===== config.mk =====
export PLATFORM = sky130hd
export DESIGN_NAME = rs232_cmd_decoder
export DESIGN_NICKNAME = d
export VERILOG_FILES = /design/src/rtl/rs232_cmd_decoder.sv
export SDC_FILE = /design/constraint.sdc
export NUM_CORES = 1
export LEC_CHECK = 0
export CORE_UTILIZATION = 24
export DETAILED_ROUTE_END_ITERATION = 6
export GPL_TIMING_DRIVEN = 0
export PLACE_DENSITY_LB_ADDON = 0.08
export SYNTH_ARGS = -nofsm -noshare
export SYNTH_HDL_FRONTEND = slang
export SYNTH_SLANG_ARGS = --single-unit
export TNS_END_PERCENT = 100

===== constraint.sdc =====
create_clock -name CLK_50MHZ -period 3 [get_ports CLK_50MHZ]
set_input_delay 0.75 -clock CLK_50MHZ [delete_from_list [all_inputs] [get_ports CLK_50MHZ]]
set_output_delay 0.75 -clock CLK_50MHZ [all_outputs]
set_load 0.01 [all_outputs]

===== src/rtl/rs232_cmd_decoder.sv =====
// Host command decoder: turns 3-byte UART frames (flow, address, data) into register strobes
// and returns read data through the UART transmitter. Optional RS232_CMD_ACK_EN acks writes with 8'hAA.
module rs232_cmd_decoder #(
  parameter int unsigned TIMEOUT_CYCLES = 2500000,
  parameter int unsigned RD_LATENCY     = 1
) (
  input  logic       CLK_50MHZ,
  input  logic       RST,
  input  logic       RX_VALID,
  input  logic [7:0] RX_DATA,
  input  logic       TX_BUSY,
  output logic       TX_TRG,
  output logic [7:0] TX_DATA,
  output logic [7:0] REG_ADDR,
  output logic [7:0] REG_WDATA,
  output logic       REG_WE,
  output logic       REG_RE,
  input  logic [7:0] REG_RDATA,
  output logic       FRAME_ERR,
  output logic       RX_OVERRUN,
  output logic       BUSY
);

  localparam logic [21:0] TO_TERM  = 22'(TIMEOUT_CYCLES - 1);
  localparam logic [2:0]  RDL_LAST = 3'(RD_LATENCY - 1);
`ifdef RS232_CMD_ACK_EN
  localparam logic [7:0]  ACK_BYTE = 8'hAA;
`endif

  typedef enum logic [2:0] {
    S_IDLE,
    S_WAIT_ADDR,
    S_WAIT_DATA,
    S_EXEC,
    S_READ_WAIT,
    S_TX_WAIT
  } state_e;

  state_e      state_q, state_d;
  logic        flow_rd_q, flow_rd_d;
  logic [7:0]  addr_q, addr_d;
  logic [7:0]  reg_addr_q, reg_addr_d;
  logic [7:0]  reg_wdata_q, reg_wdata_d;
  logic [7:0]  tx_pend_q, tx_pend_d;
  logic [7:0]  tx_last_q, tx_last_d;
  logic [21:0] cnt_q, cnt_d;
  logic [21:0] cnt_inc;
  logic [2:0]  rdl_q, rdl_d;

  logic in_frame;
  logic rx_take;
  logic to_hit;
  logic rd_last;
  logic tx_fire;

  assign in_frame = (state_q == S_WAIT_ADDR) || (state_q == S_WAIT_DATA);
  assign rx_take  = RX_VALID && ((state_q == S_IDLE) || in_frame);
  assign cnt_inc  = cnt_q + 22'd1;
  // A byte landing on the terminal count wins over the timeout.
  assign to_hit   = in_frame && !RX_VALID && (cnt_inc == TO_TERM);
  assign rd_last  = (state_q == S_READ_WAIT) && (rdl_q == RDL_LAST);
  assign tx_fire  = (state_q == S_TX_WAIT) && !TX_BUSY;

  always_ff @(posedge CLK_50MHZ or negedge RST) begin
    if (!RST) begin
      state_q <= S_IDLE;
    end else begin
      state_q <= state_d;
    end
  end

  always_comb begin
    state_d = state_q;
    case (state_q)
      S_IDLE: begin
        if (RX_VALID) state_d = S_WAIT_ADDR;
      end
      S_WAIT_ADDR: begin
        if (RX_VALID)    state_d = S_WAIT_DATA;
        else if (to_hit) state_d = S_IDLE;
      end
      S_WAIT_DATA: begin
        if (RX_VALID)    state_d = S_EXEC;
        else if (to_hit) state_d = S_IDLE;
      end
      S_EXEC: begin
        if (flow_rd_q) begin
          state_d = S_READ_WAIT;
        end else begin
`ifdef RS232_CMD_ACK_EN
          state_d = S_TX_WAIT;
`else
          state_d = S_IDLE;
`endif
        end
      end
      S_READ_WAIT: begin
        if (rd_last) state_d = S_TX_WAIT;
      end
      S_TX_WAIT: begin
        if (!TX_BUSY) state_d = S_IDLE;
      end
      default: state_d = S_IDLE;
    endcase
  end

  // Output registers REG_ADDR/REG_WDATA only change on the byte that completes a frame,
  // so they stay stable while the next frame is still being assembled.
  always_comb begin
    flow_rd_d   = flow_rd_q;
    addr_d      = addr_q;
    reg_addr_d  = reg_addr_q;
    reg_wdata_d = reg_wdata_q;
    cnt_d       = cnt_q;
    rdl_d       = rdl_q;
    tx_pend_d   = tx_pend_q;
    tx_last_d   = tx_last_q;
    if ((state_q == S_IDLE) && RX_VALID) flow_rd_d = RX_DATA[0];
    if ((state_q == S_WAIT_ADDR) && RX_VALID) addr_d = RX_DATA;
    if ((state_q == S_WAIT_DATA) && RX_VALID) begin
      reg_addr_d  = addr_q;
      reg_wdata_d = RX_DATA;
    end
    if (rx_take)       cnt_d = '0;
    else if (in_frame) cnt_d = cnt_inc;
    if (state_q == S_EXEC)           rdl_d = '0;
    else if (state_q == S_READ_WAIT) rdl_d = rdl_q + 3'd1;
    if (rd_last) tx_pend_d = REG_RDATA;
`ifdef RS232_CMD_ACK_EN
    if ((state_q == S_EXEC) && !flow_rd_q) tx_pend_d = ACK_BYTE;
`endif
    if (tx_fire) tx_last_d = tx_pend_q;
  end

  always_ff @(posedge CLK_50MHZ or negedge RST) begin
    if (!RST) begin
      flow_rd_q   <= 1'b0;
      addr_q      <= '0;
      reg_addr_q  <= '0;
      reg_wdata_q <= '0;
      cnt_q       <= '0;
      rdl_q       <= '0;
      tx_pend_q   <= '0;
      tx_last_q   <= '0;
    end else begin
      flow_rd_q   <= flow_rd_d;
      addr_q      <= addr_d;
      reg_addr_q  <= reg_addr_d;
      reg_wdata_q <= reg_wdata_d;
      cnt_q       <= cnt_d;
      rdl_q       <= rdl_d;
      tx_pend_q   <= tx_pend_d;
      tx_last_q   <= tx_last_d;
    end
  end

  // TX_DATA shows the pending byte while a trigger is outstanding, then holds what was sent.
  always_comb begin
    REG_ADDR   = reg_addr_q;
    REG_WDATA  = reg_wdata_q;
    REG_WE     = (state_q == S_EXEC) && !flow_rd_q;
    REG_RE     = (state_q == S_EXEC) && flow_rd_q;
    TX_TRG     = tx_fire;
    TX_DATA    = (state_q == S_TX_WAIT) ? tx_pend_q : tx_last_q;
    FRAME_ERR  = to_hit;
    RX_OVERRUN = RX_VALID && ((state_q == S_EXEC) || (state_q == S_READ_WAIT) ||
                              (state_q == S_TX_WAIT));
    BUSY       = (state_q != S_IDLE);
  end

endmodule


==> results.ini <==
[drt]
ant_nets=0
drtPass1Iterations=4
avgViaCountPerCell=4.86
drc=0
wl_per_cell_um=16.4
num_vias=2889
drt_wl_total_mm=9.72
drt_iter0_markers=109

[clock_tree]
clk_latency_ns=0.34
clk_pin_slew_worst_paths_ns=0.05
cts.hold.buffers_added=0
cts_buffers=9
clock_path_buffers=2
cts_tree=done
clock-sinks=69
cts_root_buf=clkbuf_16
htree_levels=3

[critical_path]
cp.required_ns=2.25
start_kind=input port
cp_max_fo=7
reg2reg_to=state_q[0]$_DFFE_PN0P_
worstRegToRegCells=6
end_kind=primary output
critPathSlowestCell=or4_1
worstPathCellList=clkdlybuf4s15_2 -> a211o_1 -> or4_1 -> or3_4 -> a2111oi_4 -> buf_2
cp.arrival_ns=2.45
critical_path_class=in -> out
rr_startpoint=state_q[0]$_DFFE_PN0P_
critPathMaxStageDelay_ns=0.41
r2r_slack_ns=0.57

[pwr]
cellPowerDensity_nw_per_um2=857
ir_drop_v=0.000333
p_leak_nw=1.95
p_total_mw=4.17

[grt]
gr-total-overflow=0
track_usage_pct=13.5
antenna_found_initial=0
grt_pass1_vias=2999
grt_pass1_wl_mm=16.2
grt_start_max_net_pins=58

[floorplanning]
initial_core_util_pct=24.7
die_h_um=125
fp.dieW_um=125
num_rows=44
io_pins=50
dieArea_um2=15500
fp.coreArea_um2=14600

[layout]
layout-drive-gt1-share_pct=28.5
design_area_um2=4870
finalNetCount=429
diodes=0
area_growth_pct=35.1

[logic_synthesis]
netlist_instances=333
synth-warning-count=0
syn-cell-area_um2=3600
ys_seq_area_share_pct=47.9
yosys.area_share.simple_pct=16.5
synth_ff_type=dfrtp_1
ys_ff_latch=69
yosysTopAreaCellShare_pct=47.9
synth_area_leader_cell=dfrtp_1
synthTopCellsByCount=69 x dfrtp_1, 49 x mux2_2, 32 x o21ai_0
synth-edff-count=0
syn-num-nets=357
synth_fa_ha_area_share_pct=1.39
synth.area.mux_share_pct=15.3
synth_top_family_by_area=simple AND/OR/NAND/NOR gates
synth.most_common_cell=dfrtp_1
avgSynthCellArea_um2=10.8
synth.distinct_cells=51
synthXorXnorAreaFrac_pct=1.70
synth_compound_area_share_pct=14.6
synth_area_leaders=dfrtp_1 48%, mux2_2 15%, o21ai_0 4.4%
synthArstFlopShare_pct=100

[worst_hold_path]
worstHoldPathType=in -> async

[place]
dpl_cell_area_um2=4360
hpwl_mm=6.52
gp_congestion=0.738
port_buffers=49

[outcome]
outcome=complete, but fails checks
failed_checks=negative setup slack

[sta]
fin_setup_tns_ns=-0.203
finalClockSkew_ns=0.00684
fin_hold_ws_ns=0.262
rsz0062_at_grt=true
setup_viol=1
worstMarginPinSlew_ns=0.873
slew_headroom_pct=41.7
fin_crit_ns=3.20
hold_viol=0
fmax_ghz=0.312
finalWorstSetupSlack_ns=-0.203
slew_violations=0
period_share_pct=107

[job]
maxCapViolCount=0

==> layer usage <==
metal  global-route usage (%)  wire [um]  part of all wire, %
met2                     20.9       4450                   46
met1                     17.4       4740                   49
met3                     2.71        260                  2.7
met4                     7.58        262                  2.7
met5                        0          0                    0
==> cell type report <==
class                           count  area [um2]
Buffer                             16        82.6
Clock buffer                       11         253
Clock inverter                      5        58.8
Fill cell                        1499        9720
Inverter                            7        26.3
Multi-Input combinational cell    241        1890
Sequential cell                    69        1730
Tap cell                          184         230
Timing Repair Buffer               61         598
==> power breakdown <==
group	switching (mW)	leakage, nW	total [mW]	internal (mW)
logic	0.771	0.922	1.63	0.861
clock network	0.417	0.148	1.10	0.688
registers	0.187	0.875	1.44	1.25
total	1.38	1.95	4.17	2.80
==> logic make-up (layout without fill, tap and decap cells) <==
family,after synthesis,after routing
AND/OR/NAND/NOR,100,100
AO/OA/AOI/OAI,81,81
flip-flops,69,69
multiplexers,49,49
buffers and inverters,23,100
XOR/XNOR,7,7
adder cells (fa/ha/maj),4,4
==> worst max-delay path by stage <==
stage / start / end / slack [ns] / cells after the start
final: RX_VALID / FRAME_ERR / -0.20 / 6
after CTS: state_q[1]$_DFFE_PN0P_ / FRAME_ERR / -0.24 / 7
after floorplan: cnt_q[0]$_DFFE_PN0P_ / FRAME_ERR / 0.01 / 6
after detailed placement: RX_VALID / FRAME_ERR / -1.11 / 6
after global placement: RST / REG_ADDR[5]$_DFFE_PN0P_ / -1.50 / 1
after global routing: cnt_q[1]$_DFFE_PN0P_ / FRAME_ERR / -0.28 / 7
==> flip-flops by register name, indices dropped and copies added (netlist names) <==
| register | flops |
|---|---|
| tx_pend_q | 8 |
| cnt_q | 22 |
| addr_q | 8 |
| tx_last_q | 8 |
| rdl_q | 3 |
| state_q | 3 |
| REG_WDATA | 8 |
| flow_rd_q | 1 |
| REG_ADDR | 8 |
==> metrics by stage <==
stage / util (%) / std cells / worst slack, ns
detailed placement: 29.9 / 567 / -1.11
CTS: 33.1 / 593 / -0.239
global placement: 29.6 / 566 / -1.50
global route: 33.4 / 594 / -0.284
floorplan: - / 333 / 0.0108
finish: 33.4 / 594 / -0.203
==> worst max-delay path: cells and delay by family <==
family	cells	cell delay [ns]
and+or+nand+nor	2	0.76
buffers and inverters	2	0.42
AOI/OAI and AO/OA	2	0.53
==> repair_timing <==
item                       in CTS  in global routing
setup endpoints to repair      11                  3
pin swaps                       8                  1
resized for setup              30                  7
setup buffers                  10                  1
==> placed cells by master, fill, tap and decap left out, types with 7 or more instances in the layout <==
master / Yosys / final
dfrtp_1: 69 / 65
mux2_2: 49 / 49
clkdlybuf4s50_1: 0 / 46
o21ai_0: 32 / 32
nor2_1: 21 / 19
nand2_1: 19 / 18
buf_4: 0 / 12
a21oi_1: 12 / 12
clkbuf_1: 10 / 9
nand3_1: 10 / 9
clkbuf_16: 0 / 9
o31ai_1: 8 / 8
inv_1: 7 / 7
Note: power is estimated with default switching activity, not from simulation.
